$ cat src/rtl/exe_pkg.sv
`default_nettype none
// ============================================================================
// Module   : exe_pkg
// Brief    : Shared constants for the execute stage: ALU opcodes, shifter
//            types, forwarding selects and NZCV bit positions.
// Revision : 1.0 - initial release
// ============================================================================
package exe_pkg;

    // ALU opcodes carried on exe_cmd
    localparam logic [3:0] EXE_MOV = 4'b0001;
    localparam logic [3:0] EXE_ADD = 4'b0010;
    localparam logic [3:0] EXE_ADC = 4'b0011;
    localparam logic [3:0] EXE_SUB = 4'b0100;
    localparam logic [3:0] EXE_SBC = 4'b0101;
    localparam logic [3:0] EXE_AND = 4'b0110;
    localparam logic [3:0] EXE_ORR = 4'b0111;
    localparam logic [3:0] EXE_EOR = 4'b1000;
    localparam logic [3:0] EXE_MVN = 4'b1001;
    localparam logic [3:0] EXE_MUL = 4'b1010;

    // Register-shift types from shift_operand[6:5]
    localparam logic [1:0] c_SHIFT_LSL = 2'b00;
    localparam logic [1:0] c_SHIFT_LSR = 2'b01;
    localparam logic [1:0] c_SHIFT_ASR = 2'b10;
    localparam logic [1:0] c_SHIFT_ROR = 2'b11;

    // Forwarding selects; 11 is an alias for the ID value
    localparam logic [1:0] c_FWD_ID     = 2'b00;
    localparam logic [1:0] c_FWD_MEM    = 2'b01;
    localparam logic [1:0] c_FWD_WB     = 2'b10;
    localparam logic [1:0] c_FWD_ID_ALT = 2'b11;

    // Bit positions inside the NZCV status vector
    localparam int c_FLAG_N = 3;
    localparam int c_FLAG_Z = 2;
    localparam int c_FLAG_C = 1;
    localparam int c_FLAG_V = 0;

    typedef logic [3:0] nzcv_t;

    // Opcodes resolved in a single cycle by the ALU (multiply excluded)
    function automatic logic exe_cmd_is_alu(input logic [3:0] cmd);
        return cmd inside {EXE_MOV, EXE_MVN, EXE_ADD, EXE_ADC, EXE_SUB,
                           EXE_SBC, EXE_AND, EXE_ORR, EXE_EOR};
    endfunction

endpackage
`default_nettype wire

$ cat src/rtl/val2_gen_param.sv
`default_nettype none
// ============================================================================
// Module   : val2_gen_param
// Brief    : Second-operand generator: memory offset, rotated immediate, or
//            register shifted by an immediate amount (LSL/LSR/ASR/ROR).
// Revision : 1.0 - initial release
// ============================================================================
module val2_gen_param
    import exe_pkg::*;
#(
    parameter int DATA_W = 32
) (
    input  logic [DATA_W-1:0] i_rm,
    input  logic [11:0]       i_shift_operand,
    input  logic              i_imm,
    input  logic              i_mem_en,
    output logic [DATA_W-1:0] o_val2
);

    logic [4:0]        w_shamt;
    logic [1:0]        w_sh_type;
    logic [4:0]        w_rot;
    logic [DATA_W-1:0] w_imm8;
    logic [DATA_W-1:0] w_imm_rot;
    logic [DATA_W-1:0] w_rm_ror;

    assign w_shamt   = i_shift_operand[11:7];
    assign w_sh_type = i_shift_operand[6:5];
    // Rotate amount is twice the 4-bit field
    assign w_rot     = {i_shift_operand[11:8], 1'b0};
    assign w_imm8    = {{(DATA_W-8){1'b0}}, i_shift_operand[7:0]};

    // A zero amount makes the left term shift out completely, leaving x
    assign w_imm_rot = (w_imm8 >> w_rot) | (w_imm8 << (DATA_W - int'(w_rot)));
    assign w_rm_ror  = (i_rm >> w_shamt) | (i_rm << (DATA_W - int'(w_shamt)));

    // Select the operand form: memory offset wins over immediate over shift
    always_comb begin
        o_val2 = i_rm;
        if (i_mem_en) begin
            o_val2 = {{(DATA_W-12){1'b0}}, i_shift_operand};
        end else if (i_imm) begin
            o_val2 = w_imm_rot;
        end else begin
            case (w_sh_type)
                c_SHIFT_LSL: o_val2 = i_rm << w_shamt;
                c_SHIFT_LSR: o_val2 = i_rm >> w_shamt;
                c_SHIFT_ASR: o_val2 = $signed(i_rm) >>> w_shamt;
                default:     o_val2 = w_rm_ror;
            endcase
        end
    end

endmodule
`default_nettype wire

$ cat src/rtl/exe_stage_pipelined.sv
`default_nettype none
// ============================================================================
// Module   : exe_stage_pipelined
// Brief    : Execute stage with forwarding, Val2 generation, ALU, iterative
//            multiplier, branch target, NZCV register and EXE/MEM register.
// Revision : 1.0 - initial release
// ============================================================================
module exe_stage_pipelined
    import exe_pkg::*;
#(
    parameter int DATA_W         = 32,
    parameter int REG_ADDR_W     = 4,
    parameter int BITS_PER_CYCLE = 4
) (
    input  logic                  clk,
    input  logic                  rst,
    input  logic                  valid_in,
    input  logic                  flush,
    input  logic [3:0]            exe_cmd,
    input  logic                  s_en,
    input  logic                  mem_read_en_in,
    input  logic                  mem_write_en_in,
    input  logic                  wb_en_in,
    input  logic                  b_in,
    input  logic [DATA_W-1:0]     pc,
    input  logic [DATA_W-1:0]     val_rn,
    input  logic [DATA_W-1:0]     val_rm_in,
    input  logic                  imm,
    input  logic [11:0]           shift_operand,
    input  logic [23:0]           signed_imm_24,
    input  logic [REG_ADDR_W-1:0] dest_in,
    input  logic [1:0]            sel_src1,
    input  logic [1:0]            sel_src2,
    input  logic [DATA_W-1:0]     alu_res_mem,
    input  logic [DATA_W-1:0]     wb_value,
    output logic                  stall_out,
    output logic                  valid_out,
    output logic                  mem_read_en,
    output logic                  mem_write_en,
    output logic                  wb_en,
    output logic                  br_taken,
    output logic [DATA_W-1:0]     alu_res,
    output logic [DATA_W-1:0]     val_rm,
    output logic [DATA_W-1:0]     br_addr,
    output logic [REG_ADDR_W-1:0] dest,
    output logic [3:0]            status_reg
);

    localparam int c_ITER  = DATA_W / BITS_PER_CYCLE;
    localparam int c_CNT_W = (c_ITER > 1) ? $clog2(c_ITER) : 1;
    localparam logic [c_CNT_W-1:0] c_CNT_LAST = c_CNT_W'(c_ITER - 1);

    localparam logic [1:0] c_ST_IDLE = 2'd0;
    localparam logic [1:0] c_ST_BUSY = 2'd1;
    localparam logic [1:0] c_ST_DONE = 2'd2;

    logic [DATA_W-1:0] w_op1, w_rm, w_val2, w_add_b, w_alu_res;
    logic [DATA_W-1:0] w_partial, w_br_addr;
    logic [DATA_W:0]   w_sum;
    logic              w_cin, w_arith, w_known, w_is_mul;
    logic              w_issue, w_accept_mul, w_mul_done;
    logic signed [25:0] w_br_off;
    nzcv_t             w_flags_alu, w_flags_mul;

    logic [1:0]            r_state;
    logic [c_CNT_W-1:0]    r_cnt;
    logic [DATA_W-1:0]     r_acc, r_mcand, r_mplier;
    logic                  r_h_s_en, r_h_mem_read, r_h_mem_write, r_h_wb_en, r_h_b;
    logic [DATA_W-1:0]     r_h_val_rm, r_h_br_addr;
    logic [REG_ADDR_W-1:0] r_h_dest;

    logic                  r_valid_out, r_mem_read, r_mem_write, r_wb_en, r_br_taken;
    logic [DATA_W-1:0]     r_alu_res, r_val_rm, r_br_addr;
    logic [REG_ADDR_W-1:0] r_dest;
    nzcv_t                 r_status;

    // Operand forwarding for Rn and Rm
    always_comb begin
        w_op1 = val_rn;
        w_rm  = val_rm_in;
        case (sel_src1)
            c_FWD_MEM: w_op1 = alu_res_mem;
            c_FWD_WB:  w_op1 = wb_value;
            default:   w_op1 = val_rn;
        endcase
        case (sel_src2)
            c_FWD_MEM: w_rm = alu_res_mem;
            c_FWD_WB:  w_rm = wb_value;
            default:   w_rm = val_rm_in;
        endcase
    end

    val2_gen_param #(
        .DATA_W (DATA_W)
    ) u_val2 (
        .i_rm            (w_rm),
        .i_shift_operand (shift_operand),
        .i_imm           (imm),
        .i_mem_en        (mem_read_en_in | mem_write_en_in),
        .o_val2          (w_val2)
    );

    // Shared adder: subtraction is op1 + ~val2 + carry-in, so C means "no borrow"
    always_comb begin
        w_add_b = w_val2;
        w_cin   = 1'b0;
        w_arith = 1'b0;
        case (exe_cmd)
            EXE_ADD: w_arith = 1'b1;
            EXE_ADC: begin w_arith = 1'b1; w_cin = r_status[c_FLAG_C]; end
            EXE_SUB: begin w_arith = 1'b1; w_add_b = ~w_val2; w_cin = 1'b1; end
            EXE_SBC: begin w_arith = 1'b1; w_add_b = ~w_val2; w_cin = r_status[c_FLAG_C]; end
            default: w_arith = 1'b0;
        endcase
        w_sum = {1'b0, w_op1} + {1'b0, w_add_b} + {{DATA_W{1'b0}}, w_cin};
    end

    // ALU result select; unknown opcodes give zero
    always_comb begin
        w_alu_res = '0;
        case (exe_cmd)
            EXE_MOV: w_alu_res = w_val2;
            EXE_MVN: w_alu_res = ~w_val2;
            EXE_AND: w_alu_res = w_op1 & w_val2;
            EXE_ORR: w_alu_res = w_op1 | w_val2;
            EXE_EOR: w_alu_res = w_op1 ^ w_val2;
            default: w_alu_res = w_arith ? w_sum[DATA_W-1:0] : '0;
        endcase
    end

    // Next flags: N/Z always from the result, C/V only from arithmetic
    always_comb begin
        w_flags_alu           = r_status;
        w_flags_alu[c_FLAG_N] = w_alu_res[DATA_W-1];
        w_flags_alu[c_FLAG_Z] = (w_alu_res == '0);
        if (w_arith) begin
            w_flags_alu[c_FLAG_C] = w_sum[DATA_W];
            w_flags_alu[c_FLAG_V] = (w_op1[DATA_W-1] == w_add_b[DATA_W-1]) &&
                                    (w_sum[DATA_W-1] != w_op1[DATA_W-1]);
        end
        w_flags_mul           = r_status;
        w_flags_mul[c_FLAG_N] = r_acc[DATA_W-1];
        w_flags_mul[c_FLAG_Z] = (r_acc == '0);
    end

    assign w_br_off  = $signed({signed_imm_24, 2'b00});
    assign w_br_addr = pc + DATA_W'(w_br_off);
    assign w_partial = r_mcand * {{(DATA_W-BITS_PER_CYCLE){1'b0}}, r_mplier[BITS_PER_CYCLE-1:0]};

    assign w_known      = exe_cmd_is_alu(exe_cmd);
    assign w_is_mul     = (exe_cmd == EXE_MUL);
    assign w_issue      = (r_state == c_ST_IDLE) && valid_in && !flush && !w_is_mul;
    assign w_accept_mul = (r_state == c_ST_IDLE) && valid_in && !flush && w_is_mul;
    assign w_mul_done   = (r_state == c_ST_DONE) && !flush;

    // Upstream hold while a multiply is being accepted or iterating
    always_comb begin
        case (r_state)
            c_ST_IDLE: stall_out = w_accept_mul;
            c_ST_BUSY: stall_out = !flush;
            default:   stall_out = 1'b0;
        endcase
    end

    // Multiply FSM: latch operands, retire one multiplier digit per cycle
    always_ff @(posedge clk) begin
        if (rst) begin
            r_state       <= c_ST_IDLE;
            r_cnt         <= '0;
            r_acc         <= '0;
            r_mcand       <= '0;
            r_mplier      <= '0;
            r_h_s_en      <= 1'b0;
            r_h_mem_read  <= 1'b0;
            r_h_mem_write <= 1'b0;
            r_h_wb_en     <= 1'b0;
            r_h_b         <= 1'b0;
            r_h_val_rm    <= '0;
            r_h_br_addr   <= '0;
            r_h_dest      <= '0;
        end else begin
            case (r_state)
                c_ST_IDLE: begin
                    if (w_accept_mul) begin
                        r_state       <= c_ST_BUSY;
                        r_cnt         <= '0;
                        r_acc         <= '0;
                        r_mcand       <= w_op1;
                        r_mplier      <= w_val2;
                        r_h_s_en      <= s_en;
                        r_h_mem_read  <= mem_read_en_in;
                        r_h_mem_write <= mem_write_en_in;
                        r_h_wb_en     <= wb_en_in;
                        r_h_b         <= b_in;
                        r_h_val_rm    <= w_rm;
                        r_h_br_addr   <= w_br_addr;
                        r_h_dest      <= dest_in;
                    end
                end
                c_ST_BUSY: begin
                    if (flush) begin
                        r_state <= c_ST_IDLE;
                    end else begin
                        r_acc    <= r_acc + w_partial;
                        r_mcand  <= r_mcand << BITS_PER_CYCLE;
                        r_mplier <= r_mplier >> BITS_PER_CYCLE;
                        r_cnt    <= r_cnt + 1'b1;
                        if (r_cnt == c_CNT_LAST) begin
                            r_state <= c_ST_DONE;
                        end
                    end
                end
                default: r_state <= c_ST_IDLE;
            endcase
        end
    end

    // EXE/MEM register and status flags; bubble unless something completes
    always_ff @(posedge clk) begin
        if (rst) begin
            r_valid_out <= 1'b0;
            r_mem_read  <= 1'b0;
            r_mem_write <= 1'b0;
            r_wb_en     <= 1'b0;
            r_br_taken  <= 1'b0;
            r_alu_res   <= '0;
            r_val_rm    <= '0;
            r_br_addr   <= '0;
            r_dest      <= '0;
            r_status    <= '0;
        end else begin
            r_valid_out <= 1'b0;
            r_mem_read  <= 1'b0;
            r_mem_write <= 1'b0;
            r_wb_en     <= 1'b0;
            r_br_taken  <= 1'b0;
            r_alu_res   <= '0;
            r_val_rm    <= '0;
            r_br_addr   <= '0;
            r_dest      <= '0;
            if (w_issue) begin
                r_valid_out <= 1'b1;
                r_mem_read  <= mem_read_en_in;
                r_mem_write <= mem_write_en_in;
                r_wb_en     <= wb_en_in;
                r_br_taken  <= b_in;
                r_alu_res   <= w_alu_res;
                r_val_rm    <= w_rm;
                r_br_addr   <= w_br_addr;
                r_dest      <= dest_in;
                if (s_en && w_known) begin
                    r_status <= w_flags_alu;
                end
            end else if (w_mul_done) begin
                r_valid_out <= 1'b1;
                r_mem_read  <= r_h_mem_read;
                r_mem_write <= r_h_mem_write;
                r_wb_en     <= r_h_wb_en;
                r_br_taken  <= r_h_b;
                r_alu_res   <= r_acc;
                r_val_rm    <= r_h_val_rm;
                r_br_addr   <= r_h_br_addr;
                r_dest      <= r_h_dest;
                if (r_h_s_en) begin
                    r_status <= w_flags_mul;
                end
            end
        end
    end

    assign valid_out    = r_valid_out;
    assign mem_read_en  = r_mem_read;
    assign mem_write_en = r_mem_write;
    assign wb_en        = r_wb_en;
    assign br_taken     = r_br_taken;
    assign alu_res      = r_alu_res;
    assign val_rm       = r_val_rm;
    assign br_addr      = r_br_addr;
    assign dest         = r_dest;
    assign status_reg   = r_status;

endmodule
`default_nettype wire
$ cat config.mk
export PLATFORM = sky130hd
export DESIGN_NAME = exe_stage_pipelined
export DESIGN_NICKNAME = d
export VERILOG_FILES = /design/src/rtl/exe_pkg.sv /design/src/rtl/val2_gen_param.sv /design/src/rtl/exe_stage_pipelined.sv
export SDC_FILE = /design/constraint.sdc
export NUM_CORES = 2
export LEC_CHECK = 0
export BUFFER_PORTS_ARGS = -buffer_cell sky130_fd_sc_hd__buf_2
export CORE_MARGIN = 2
export CORE_UTILIZATION = 55
export DETAILED_ROUTE_END_ITERATION = 10
export PLACE_DENSITY_LB_ADDON = 0.08
export SYNTH_ARGS = -nofsm -noshare
export SYNTH_HDL_FRONTEND = slang
export SYNTH_SLANG_ARGS = --single-unit
$ cat constraint.sdc
create_clock -name clk -period 13.22 [get_ports clk]
set_input_delay 3.305 -clock clk [delete_from_list [all_inputs] [get_ports clk]]
set_output_delay 3.305 -clock clk [all_outputs]
set_load 0.01 [all_outputs]
### Word level (Yosys, flattened, before mapping)

Cells that the tools add are included.

* $add $sub $neg: 7
* multiply operators: 1
* eq/ne operators: 25
* shift-type cells: 6
* mux-type cells: 50
* bitwise gates (word level): 7
* reductions and logical operators: 25

Operator list (number)
* 32-bit two-way mux: 16
* 32-bit case mux with 2 select lines: 5
* 32-bit case mux with 5 select lines: 1
* 32-bit OR: 3
* 32-bit case mux with 3 select lines: 1
* 32-bit adder: 2
* 32-bit logical NOT: 2
* 32-bit by 32-bit adder with 33-bit output: 1
* 33-bit by 1-bit adder with 33-bit output: 1
* 32-bit AND: 1
* 32-bit by 4-bit multiplier with 32-bit output: 1
* 32-bit inverter: 1
* 32-bit by 32-bit << shifter with 32-bit output: 1
* 32-bit by 5-bit << shifter with 32-bit output: 1
* 8-bit by 32-bit << shifter with 32-bit output: 1
* 32-bit by 5-bit >> shifter with 32-bit output: 1
* 8-bit by 5-bit >> shifter with 32-bit output: 1
* 32-bit by 5-bit >>> shifter with 32-bit output: 1
* 32-bit XOR: 1
* 4-bit two-way mux: 6
* 4-bit by 3-bit equality test with 1-bit output (second input constant): 4
* 6-bit by 5-bit subtractor with 7-bit output (first input constant): 2
* 4-bit equality test (second input constant): 3
* 1-bit two-way mux: 11
* 26 further kinds: 53

* bits in registers: 283

### Depth between registers and ports, before layout

* depth after elaboration: 16
* depth in mapped cells: 35
* gate-level depth less buffers: 27

### By module

From an unflattened synthesis, not the netlist that was laid out.

* cell total of the unflattened synthesis: 3971
* area total of the unflattened synthesis: 30464.2 µm²

Modules (own cells, without submodules)
* exe_stage_pipelined: times used 1, cells each 2893, area each 21803.4 µm², seq. area each 5665.4 µm²
* val2_gen_param: times used 1, cells each 1078, area each 8660.8 µm², seq. area each 0.0 µm²

### Worst setup path before layout

Ideal clock, no wire load.

* kind: input port to flip-flop
* start: input port shift_operand[9]
* end: register r_status[2], in the netlist status_reg[2]
* setup time: 0.088 ns
* arrival time: 10.152 ns
* required time: 13.132 ns
* slack: 2.980 ns
* cell stages on the path: 32
* cells stage by stage: buf_2 -> inv_1 -> buf_2 -> buf_2 -> buf_2 -> buf_2 -> buf_1 -> ha_1 -> clkbuf_1 -> nor2b_1 -> clkbuf_1 -> mux2_2 -> nand3_1 -> o22ai_1 -> a21oi_1 -> a31oi_2 -> xnor2_1 -> fa_1 -> inv_1 -> fa_1 -> a211oi_1 -> o21ai_0 -> a41o_1 -> a21oi_1 -> a31oi_1 -> xnor2_1 -> nor2_1 -> a2111oi_2 -> or3b_1 -> nor4_2 -> nand4_1 -> o32ai_2

* longest elaborated chain between the ends: 15

Ends and longest elaborated chain
* from (decl): line exe_stage_pipelined.sv:29 `input logic [11:0] shift_operand,`
* 6-bit by 5-bit subtractor with 7-bit output: line val2_gen_param.sv:35 `assign w_rm_ror = (i_rm >> w_shamt) | (i_rm << (DATA_W - int'(w_shamt)));`
* 32-bit by 32-bit << shifter with 32-bit output: line val2_gen_param.sv:35
* 32-bit OR: line val2_gen_param.sv:35
* 32-bit case mux with 3 select lines: line val2_gen_param.sv:45 `case (w_sh_type)`
* 32-bit two-way mux: line val2_gen_param.sv:42 `end else if (i_imm) begin`
* 32-bit two-way mux *: line val2_gen_param.sv:40 `if (i_mem_en) begin`
* 32-bit inverter: line exe_stage_pipelined.sv:111, exe_stage_pipelined.sv:112, exe_stage_pipelined.sv:123
* 32-bit two-way mux
* 32-bit by 32-bit adder with 33-bit output: line exe_stage_pipelined.sv:115 `w_sum = {1'b0, w_op1} + {1'b0, w_add_b} + {{DATA_W{1'b0}}, w_cin};`
* 33-bit by 1-bit adder with 33-bit output: line exe_stage_pipelined.sv:115
* 32-bit two-way mux: line exe_stage_pipelined.sv:127 `default: w_alu_res = w_arith ? w_sum[DATA_W-1:0] : '0;`
* 32-bit case mux with 5 select lines *: line exe_stage_pipelined.sv:121 `case (exe_cmd)`
* 32-bit logical NOT *: line exe_stage_pipelined.sv:135 `w_flags_alu[c_FLAG_Z] = (w_alu_res == '0);`
* 4-bit two-way mux *: line exe_stage_pipelined.sv:251 `if (s_en && w_known) begin`
* 4-bit two-way mux *: line exe_stage_pipelined.sv:241 `if (w_issue) begin`
* to (signal assigned): line exe_stage_pipelined.sv:252 `r_status <= w_flags_alu;`
* to (signal assigned): line exe_stage_pipelined.sv:265 `r_status <= w_flags_mul;`
* to (decl): line exe_stage_pipelined.sv:75 `nzcv_t r_status;`

Every way passes the cells marked *; elsewhere a longest branch is shown, timed or not. The select of a mux whose other input is x is not followed.
A chain may end at the register's enable or synchronous reset.

### Worst setup path after layout

* start: input port sel_src2[0]
* end: register r_status[2], in the netlist status_reg[2]

* longest elaborated chain between the ends: 16

Ends and longest elaborated chain
* from (decl): line exe_stage_pipelined.sv:33 `input logic [1:0] sel_src2,`
* 2-bit equality test or 2-bit by 1-bit equality test with 1-bit output (tied branches): line exe_stage_pipelined.sv:86 `case (sel_src2)`
* 32-bit case mux with 2 select lines *: line exe_stage_pipelined.sv:86
* 32-bit by 32-bit << shifter with 32-bit output or 32-bit by 5-bit >> shifter with 32-bit output (tied branches): line val2_gen_param.sv:35, val2_gen_param.sv:47
* 32-bit OR: line val2_gen_param.sv:35
* 32-bit case mux with 3 select lines *: line val2_gen_param.sv:45
* 32-bit two-way mux *: line val2_gen_param.sv:42
* 32-bit two-way mux *: line val2_gen_param.sv:40
* 32-bit inverter: line exe_stage_pipelined.sv:111, exe_stage_pipelined.sv:112, exe_stage_pipelined.sv:123
* 32-bit two-way mux
* 32-bit by 32-bit adder with 33-bit output: line exe_stage_pipelined.sv:115
* 33-bit by 1-bit adder with 33-bit output: line exe_stage_pipelined.sv:115
* 32-bit two-way mux: line exe_stage_pipelined.sv:127
* 32-bit case mux with 5 select lines *: line exe_stage_pipelined.sv:121
* 32-bit logical NOT *: line exe_stage_pipelined.sv:135
* 4-bit two-way mux *: line exe_stage_pipelined.sv:251
* 4-bit two-way mux *: line exe_stage_pipelined.sv:241

Marked as above.

==> results.md <==
* Crit-path max FO at 44
* Library cells used by synthesis at 110
* Crit Path Category: in2reg
* Synth top area share at 18.5%
* Global routing's busiest layer: met2
* Yosys warnings at 0
* Sw Pwr at 1.24 mW
* CTS Root Cell: clkbuf_16
* Leakage at 14.0 nW
* Status: completed
* Clk_lat worst skew at 0.57 ns
* WHS at 0.437 ns
* Mapped cell area at 30,600 um^2
* Seq/Total Area, Yosys at 18.5%
* Vias in the first global route at 30,700
* Core Region at 55,100 um^2
* Initial DRC count at 5,585
* Share of layout cells above drive strength 1 at 16.4%
* Initial Util at 55.6%
* Flop-to-flop setup slack at 6.28 ns
* GR Util met1 at 65.1%
* Fin Setup TNS at 0 ns
* M2 GR Usage at 66.1%
* Post-Syn Instances at 3,980
* Logic pwr share at 39.9%
* Final net count at 4,595
* WL final at 143 mm
* Skew final at 0.0260 ns
* GR Util All Layers at 48.7%
* RSZ-0062 raised after global routing: no
* Sw Ratio at 40.4%
* Via count at 34,200
* Worst vdd ir at 80.8 uV
* CTS max path bufs at 3
* Max Slew Vio Count at 0
* Cts bufs inserted at 35
* Max cap viols at 0
* Final min period at 11.07 ns
* Worst Hold Class: reg2reg
* Worst slew pin tran at 1.31 ns
* Int Power at 1.83 mW
* Post-Syn Nets at 4,455
* IO Port Bufs at 327
* Fmax at 0.0904 GHz
* Syn avg cell area at 7.70 um^2
* Ys flop type: dfxtp_1
* Post-CTS Repair Setup Buffers at 0
* Vias per cell at 6.97
* # clock sinks at 283
* Final ANT Viol Nets at 0
* Worst slew margin at 11.8%
* Count leader, synth: nand2_1
* Hold buffers post-CTS at 0
* FFs w/ async S/R, synth at 0%
* H-tree depth at 2
* Residual DRC at 0
* Met3 usage in global routing at 20.1%
* Post-DP HPWL at 108 mm
* CP Data Required Time at 13.70 ns
* Wire length per cell at 29.2 um
* Die Y-Extent at 240 um
* Antenna violations before repair at 18
* Final Core Density at 61.2%
* First-pass GRT wire length at 207 mm
* Startpoint Class: input pin
* Clock network fraction of total power at 31.8%
* Seq cells post-synth at 283
* Power per cell area at 90.9 nW/um^2
* Arrival time worst endpoint at 11.55 ns
* DRT Pass-1 Iters at 10
* Post-synth EDFFs at 0
* CTS clk-pin slew, worst paths at 0.06 ns
* # rows at 86
* Placer Congestion at 1.10
* Largest net degree at the start of global routing at 103
* Most area-consuming cells after synthesis: dfxtp_1, mux4_2, nand2_1
* Total grt overflow at 0
* Post_cts resized at 0
* Final worst-path cycle share at 83.7%
* Area Overhead vs Synth at 10.1%
* Synth top cells by count: nand2_1, nor2_1, a21oi_1
* IO Count at 328
* Setup violations, final at 0
* Die area at 57,600 um^2
* Clock tree from TritonCTS: done
* Crit end category: register
* Largest area contributor in the netlist: dfxtp_1
* Sequential share of power at 28.3%
* Fin. Hold Viols at 0
* Die width at 240 um
-- routing by layer --
metal | vias up | part of all wire, %
met5 | - | 0.087
met3 | 539 | 16
li1 | 14800 | -
met4 | 18 | 6.8
met2 | 2735 | 39
met1 | 16100 | 38
-- worst max-delay path, cell delays in order --
cell	delay, ns
buf_2	0.09
inv_1	0.04
ha_2	0.88
inv_2	0.49
a21boi_0	1.12
mux4_2	0.48
o32ai_1	0.11
a311oi_1	0.21
nand3_1	0.21
o221ai_1	0.66
xnor2_1	0.14
ha_1	0.39
o21a_1	0.14
o31a_1	0.17
o41a_1	0.27
o21ai_0	0.13
o41a_1	0.48
o31ai_1	0.63
a22o_1	0.35
a21oi_1	0.13
a21o_1	0.18
a211oi_1	0.43
nand4_1	0.22
o32ai_2	0.25
-- cell type report --
| cell class | instances | area, um^2 |
|---|---|---|
| tap | 748 | 936 |
| inverter | 186 | 698 |
| multi-input combinational | 3208 | 23000 |
| antenna | 8 | 20.0 |
| clock buffer | 48 | 1010 |
| clock inverter | 16 | 138 |
| timing repair buffer | 406 | 2240 |
| sequential | 283 | 5670 |
| fill | 5171 | 21400 |
-- worst paths after layout --
check                            startpoint  cells after the start            end
worst min register to register    r_h_wb_en                      2          wb_en
worst min-delay path              r_h_wb_en                      2          wb_en
worst max-delay path            sel_src2[0]                     24  status_reg[2]
worst max register to register  r_mplier[2]                     20      r_acc[27]
-- power groups by stage --
stage	clock, mW	combinational, mW	sequential [mW]
floorplan	0	0.747	0.886
global placement	0	1.15	0.885
detailed placement	0	1.14	0.885
CTS	0.978	1.15	0.867
global route	1.01	1.27	0.867
finish	0.976	1.22	0.867
-- kinds of logic (layout without fill, tap and decap cells) --
| group | after synthesis | after routing | synth area share, % |
|---|---|---|---|
| AND/OR/NAND/NOR | 1408 | 1408 | 20.2 |
| buffers and inverters | 489 | 656 | 6.61 |
| AO/OA/AOI/OAI | 1222 | 1222 | 27.1 |
| XOR/XNOR | 114 | 114 | 3.26 |
| other | 0 | 8 | 0 |
| flip-flops | 283 | 283 | 18.5 |
| multiplexers | 207 | 207 | 11.6 |
| adder cells (fa/ha/maj) | 257 | 257 | 12.7 |
-- through the flow --
stage | cells | setup WS [ns] | instance area (um^2) | power (mW)
finish | 4903 | 2.15 | 33700 | 3.07
floorplan | 3980 | 2.98 | 30600 | 1.63
global placement | 4830 | 2.20 | 32600 | 2.03
detailed placement | 4830 | 2.03 | 32600 | 2.03
global route | 4896 | 1.83 | 33700 | 3.14
CTS | 4894 | 2.60 | 33700 | 2.99
-- layout by cell type, fill, tap and decap left out, types with 43 or more instances in the layout --
cell type | synthesis | layout
nand2_1 | 576 | 574
nor2_1 | 421 | 415
buf_2 | 50 | 324
a21oi_1 | 307 | 307
dfxtp_1 | 283 | 283
o21ai_0 | 221 | 217
inv_1 | 183 | 181
ha_1 | 168 | 165
mux4_2 | 110 | 110
a22oi_1 | 103 | 103
nor3_1 | 95 | 94
a211oi_1 | 94 | 94
fa_1 | 89 | 89
buf_4 | 14 | 80
xnor2_1 | 80 | 79
nand3_1 | 74 | 74
mux2i_1 | 73 | 73
and2_1 | 54 | 54
a31oi_1 | 43 | 43
(Power assumes the default switching activity.)
